===== config.mk =====
export PLATFORM = sky130hd
export DESIGN_NAME = au_fir_eq
export DESIGN_NICKNAME = d
export VERILOG_FILES = /design/src/rtl/au_filt_pkg.sv /design/src/rtl/au_eq_stage.sv /design/src/rtl/au_fir_eq.sv
export SDC_FILE = /design/constraint.sdc
export NUM_CORES = 2
export LEC_CHECK = 0
export ABC_AREA = 1
export CAP_MARGIN = 25
export CORE_MARGIN = 2
export CORE_UTILIZATION = 46
export CTS_CLUSTER_SIZE = 30
export DETAILED_ROUTE_END_ITERATION = 8
export PLACE_DENSITY = 0.71
export SYNTH_ARGS = -nofsm -noshare
export SYNTH_HDL_FRONTEND = slang
export SYNTH_SLANG_ARGS = --single-unit

===== constraint.sdc =====
create_clock -name sys_clk -period 9.1 [get_ports sys_clk]
set_clock_uncertainty 0.1 [all_clocks]
set_input_delay 1.365 -clock sys_clk [delete_from_list [all_inputs] [get_ports sys_clk]]
set_output_delay 1.365 -clock sys_clk [all_outputs]
set_load 0.05 [all_outputs]

===== src/rtl/au_filt_pkg.sv =====
// au_filt_pkg: shared constants, coefficients and preset types for the au_fir_eq filter chain.
package au_filt_pkg;
  localparam int NTAPS = 16;
  localparam int ACC_W = 44;
  localparam int EQ_W = 29;
  localparam int G_UNITY = 8;
  localparam int G_BOOST = 16;
  localparam logic signed [15:0] FIR_COEF [0:NTAPS-1] = '{
    16'sd100, 16'sd300, 16'sd700, 16'sd1200, 16'sd1900, 16'sd2700, 16'sd3900, 16'sd5584,
    16'sd5584, 16'sd3900, 16'sd2700, 16'sd1900, 16'sd1200, 16'sd700, 16'sd300, 16'sd100
  };
  typedef enum logic [1:0] {FLAT, BASS, TREBLE, FLAT2} preset_e;
  function automatic logic [4:0] gain_l(preset_e p);
    return p == BASS ? 5'(G_BOOST) : 5'(G_UNITY);
  endfunction
  function automatic logic [4:0] gain_h(preset_e p);
    return p == TREBLE ? 5'(G_BOOST) : 5'(G_UNITY);
  endfunction
endpackage


===== src/rtl/au_eq_stage.sv =====
// au_eq_stage: one-pole crossover with bass/treble gains, bypass and output limiting.
// AU_FILT_SAT_EN selects saturation instead of two's-complement wrap on the output.
module au_eq_stage
  import au_filt_pkg::*;
#(
  parameter int LP_SHIFT = 4
) (
  input  logic            clk,
  input  logic            rst,
  input  logic            vld_i,
  input  logic [23:0]     x_i,
  input  logic [2:0]      ctrl_i,
  output logic [EQ_W-1:0] eq_o,
  output logic            vld_o
);
  logic signed [23:0] lp_q, lp_d;
  logic signed [24:0] x_e, diff, lp_s, hp;
  logic signed [30:0] lpw, hpw, xw, glw, ghw, eq_full;
  logic [EQ_W-1:0] eq_q, eq_lim;
  preset_e preset;
  always_comb begin
    preset = preset_e'(ctrl_i[2:1]);
    x_e = {x_i[23], x_i};
    diff = x_e - 25'(lp_q);
    lp_s = 25'(lp_q) + (diff >>> LP_SHIFT);
    lp_d = 24'(lp_s);
    hp = x_e - 25'(lp_d);
    lpw = 31'(lp_d);
    hpw = 31'(hp);
    xw = 31'(x_e);
    glw = 31'(gain_l(preset));
    ghw = 31'(gain_h(preset));
    // hp uses the updated lp so flat gains reproduce x*8 exactly
    eq_full = ctrl_i[0] ? glw * lpw + ghw * hpw : xw <<< 3;
`ifdef AU_FILT_SAT_EN
    eq_lim = eq_full > 31'sd268435455 ? 29'h0FFFFFFF :
             eq_full < -31'sd268435456 ? 29'h10000000 : 29'(eq_full);
`else
    eq_lim = 29'(eq_full);
`endif
  end
  always_ff @(posedge clk) begin
    if (rst) begin
      lp_q <= '0;
      eq_q <= '0;
      vld_o <= 1'b0;
    end else begin
      vld_o <= vld_i;
      if (vld_i) begin
        lp_q <= lp_d;
        eq_q <= eq_lim;
      end
    end
  end
  assign eq_o = eq_q;
endmodule


===== src/rtl/au_fir_eq.sv =====
// au_fir_eq: 16-tap serial-MAC FIR low-pass feeding a bass/treble equalizer.
// AU_FILT_SAT_EN selects saturation instead of two's-complement wrap on the FIR output.
module au_fir_eq
  import au_filt_pkg::*;
#(
  parameter int LP_SHIFT = 4
) (
  input  logic        sys_clk,
  input  logic        sys_rst,
  input  logic        din_vld,
  input  logic [23:0] din,
  input  logic [2:0]  coe_ctrl,
  output logic [23:0] fir_dout,
  output logic        fir_dout_vld,
  output logic [28:0] eq_data,
  output logic        eq_vld
);
  localparam logic signed [ACC_W-1:0] RND = ACC_W'(16384);
  logic signed [23:0] x_q [0:NTAPS-1];
  logic signed [ACC_W-1:0] acc_q, xe, ce, prod, sh;
  logic [4:0] cnt_q;
  logic [3:0] tap;
  logic busy_q, fir_vld_q;
  logic [2:0] ctrl_q;
  logic [23:0] fir_q, fir_d;
  always_comb begin
    tap = 4'(cnt_q - 5'd1);
    xe = ACC_W'(x_q[tap]);
    ce = ACC_W'(FIR_COEF[tap]);
    prod = xe * ce;
    sh = (acc_q + RND) >>> 15;
`ifdef AU_FILT_SAT_EN
    fir_d = sh > 44'sd8388607 ? 24'h7FFFFF : sh < -44'sd8388608 ? 24'h800000 : 24'(sh);
`else
    fir_d = 24'(sh);
`endif
  end
  // cnt_q tracks the cycle index after acceptance: 1-16 MAC, 17 round, busy through 19
  always_ff @(posedge sys_clk) begin
    if (sys_rst) begin
      for (int k = 0; k < NTAPS; k++) x_q[k] <= '0;
      acc_q <= '0;
      cnt_q <= '0;
      busy_q <= 1'b0;
      fir_vld_q <= 1'b0;
      ctrl_q <= '0;
      fir_q <= '0;
    end else begin
      fir_vld_q <= busy_q && cnt_q == 5'd17;
      if (!busy_q && din_vld) begin
        for (int k = 1; k < NTAPS; k++) x_q[k] <= x_q[k-1];
        x_q[0] <= din;
        acc_q <= '0;
        cnt_q <= 5'd1;
        busy_q <= 1'b1;
        ctrl_q <= coe_ctrl;
      end else if (busy_q) begin
        cnt_q <= cnt_q + 5'd1;
        busy_q <= cnt_q != 5'd19;
        if (cnt_q <= 5'd16) acc_q <= acc_q + prod;
        if (cnt_q == 5'd17) fir_q <= fir_d;
      end
    end
  end
  au_eq_stage #(.LP_SHIFT(LP_SHIFT)) u_eq (
    .clk   (sys_clk),
    .rst   (sys_rst),
    .vld_i (fir_vld_q),
    .x_i   (fir_q),
    .ctrl_i(ctrl_q),
    .eq_o  (eq_data),
    .vld_o (eq_vld)
  );
  assign fir_dout = fir_q;
  assign fir_dout_vld = fir_vld_q;
endmodule


==> results.md <==
- Ys Warns: 0
- Final Util: approximately half
- Multi-input logic area: around 23,000 um^2
- Share of cells above drive strength 1: ~5.5%
- Routed Antenna Nets: 0
- Largest family of logic cells by synthesized area: adder cells
- Die area: between 90,000 and 100,000 um^2
- I/O Pins: 85
- Routability cong.: around 1.0
- Number of fill cells: roughly 8,500
- Post-synth top area cell: edfxtp_1
- Most used cell, CP: inv_1
- Simple-gate share of the synthesized area: roughly 15%
- Path type of the worst setup path: flop to flop
- Critical path data arrival time: ~8800 ps
- Hold wc startpoint: u_eq.eq_o[19]$_SDFFE_PP0P_
- Sequential share of the synthesized area: 30.4%
- Req. time, crit path: 9550 ps
- Worst Tran Pin Value: about 1000 ps
- Fmax: 119 MHz
- Overall routing resource usage: about a quarter
- Synthesized area: 41,300 um^2
- RSZ-0062 raised after global routing: false
- RR Endpoint: acc_q[36]$_SDFFE_PP0P_
- Pwr Total: 18,100 uW
- Cell count after synthesis: 5,151
- Net Sw Frac: between 50% and 60%
- Hold path cells: 2
- Post-cts resize count: 0
- Crit Path Max Fanout: 27
- Flops & latches, synth: a little over 500
- Post-layout minimum cycle time: around 8400 ps
- Routed WL per cell: between 15 and 20 um
- CP max-delay cell: fa_1
- Flop pwr share: between 10 and 15%
- Root Buffer: clkbuf_16
- Critical Path Source Type: flop
- Vias per std cell: 5.41
- Hold Violations, Final: 0
- Logic pwr share: between 70% and 80%
- First-pass GRT wire length: around 180,000 um
- Synth cell count leaders: 1,162 x inv_1, 663 x nand2_1, 531 x nor2_1, 325 x ha_1, 300 x fa_1
- Net switching power: between 9000 and 10,000 uW
- DR DRC count: 0
- Cts hold-fix bufs: 0
- Core area: slightly below 90,000 um^2
- CP startpoint: cnt_q[1]$_SDFFE_PP0P_
- CTS buffer count: 57
- Int Pwr: about 8300 uW
- Outcome: completed
- N_diodes: 0
- Final HPWL DP: 86,700 um
- IO Port Bufs: 81
- R2R depth: 32
- Synth Area in Compound Gates: 14.7%
- # placed instances: 6,291
- Post-Synth Adder-Cell Area: 24.4%
- Total number of vias: about 35,000
- Die Ht: between 300 and 400 um
- Final Slew Violations: 0
- R2R setup slack: just over 700 ps
- Area grow syn2layout: 9.58%
- Worst Hold End: u_eq.eq_o[19]$_SDFFE_PP0P_
- Starting Density: about 47%
- Depth of the CTS H-tree: 2
- Worst Hold Class: flop to flop
- Final cell count without fillers: ~6,400
- Area contributors post-synth: edfxtp_1 17%, fa_1 15%, dfxtp_1 13%
- Post-CTS Setup Bufs: 0
- CTS tree: done
- Clock transition at the registers of the reported paths: 60 ps
- Post-synth top area share: 17.5%
- Top-count cell post-synth: inv_1
- Peak supply drop: 821 uV
- Std-Cell Rows: roughly 110
- Final WL: ~120,000 um
- Synthesized area per cell: around 8 um^2
- Final nets: between 5,000 and 6,000
- Fin crit share: between 90 and 100%
- Hold slack: roughly 360 ps
- Power per cell area: ~400 nW/um^2
- Initial drt markers: 3,059
- Pre-antenna DRT Iters: 8
- Ys async rst share: 0%
- Max clock buf depth: 3
- Post-synthesis mux area share: less than 1%
- Setup TNS Final: 0 ps
- Synth Area in XOR/XNOR: under 10%
- Vias in the first global route: ~34,000
- Critical Path Sink Type: flop
- Top FF cell, synth: dfxtp_1
- Critical Path Max Stage Delay: 540 ps
- Slew Limit Headroom: about 30%
- Overflow after GRT: 0
- Sequential cell area: between 10,000 and 15,000 um^2
- Synth cell types: 67
- Maximum number of pins on one net before global-route repair: roughly 210
- Clock Latency Late Sink: 670 ps
- Clock power share: about an eighth
- Die X: around 300 um
- Post-synth EDFFs: 240
- Pleak: 0.0210 uW
- # Max-Cap Violations: 0
- Final setup fails: 0
- Initial antenna violation count: 1
- RR Startpoint: cnt_q[1]$_SDFFE_PP0P_
- Clk sinks: approximately 500
per-stage QoR:
step                      cell area [um^2]  worst slack, ps
after floorplan                      41400             1920
after global placement               43300              939
after detailed placement             43300              884
after CTS                            45200              849
after global routing                 45200              211
final                                45200              726
how the worst max path moves through the flow:
stage,endpoint,slack [ps],cells after the start
finish,acc_q[36]$_SDFFE_PP0P_,730,32
floorplan,u_eq.eq_o[24]$_SDFFE_PP0P_,1920,44
global placement,acc_q[29]$_SDFFE_PP0P_,940,35
global route,u_eq.eq_o[23]$_SDFFE_PP0P_,210,46
detailed placement,acc_q[36]$_SDFFE_PP0P_,880,32
CTS,acc_q[36]$_SDFFE_PP0P_,850,32
sequential cells by signal, indices dropped and copies added (netlist names):
signal        count
x_q             384
acc_q            37
u_eq.eq_o        26
fir_dout         24
u_eq.lp_q        24
cnt_q             5
ctrl_q            3
busy_q            1
fir_dout_vld      1
u_eq.vld_o        1
cells by family (layout without fill, tap and decap cells):
kind of cell	Yosys count	after routing
AO/OA/AOI/OAI	1013	1013
buffers and inverters	1404	1460
AND/OR/NAND/NOR	1514	1514
flip-flops	506	506
other	2	30
multiplexers	1	1
adder cells (fa/ha/maj)	625	625
XOR/XNOR	86	86
critical path: cells and delay by family (launching register included):
kind | cells | cell delay (ps)
AND/OR/NAND/NOR | 7 | 860
flip-flops | 1 | 400
adder cells (fa/ha/maj) | 8 | 3840
AO/OA/AOI/OAI | 5 | 1330
buffers and inverters | 12 | 1720
layout make-up:
cell class                 count  share of cell area (%)
multi-input combinational   3269                    51.7
sequential                   506                    27.7
inverter                    1203                    10.0
clock buffer                  78                    3.48
tap                         1165                    3.22
timing repair buffer         149                    3.09
clock inverter                30                   0.774
power by group through the flow:
stage / sequential (uW) / clock [uW] / combinational, uW
floorplan: 2640 / 0 / 9650
global placement: 2680 / 0 / 12800
detailed placement: 2680 / 0 / 12900
CTS: 2640 / 2420 / 13000
global route: 2650 / 2510 / 14900
finish: 2640 / 2390 / 13000
cells in the final DEF (no fill, tap or decap), types with 76 or more instances in the layout:
cell	n
nand2_1	662
o22ai_1	262
clkdlybuf4s50_1	80
o211ai_1	76
nor2_1	529
fa_1	300
ha_1	325
o21ai_0	280
nand3_1	162
dfxtp_1	266
edfxtp_1	240
inv_1	1162
a21oi_1	233
metal layers:
layer	vias to the layer above	global-route usage (%)	routed length (um)
li1	16600	-	-
met1	16500	33.0	49300
met2	1270	41.5	53600
met3	253	2.98	7160
met4	0	11.4	5830
met5	-	0	0
(Power assumes the default switching activity.)
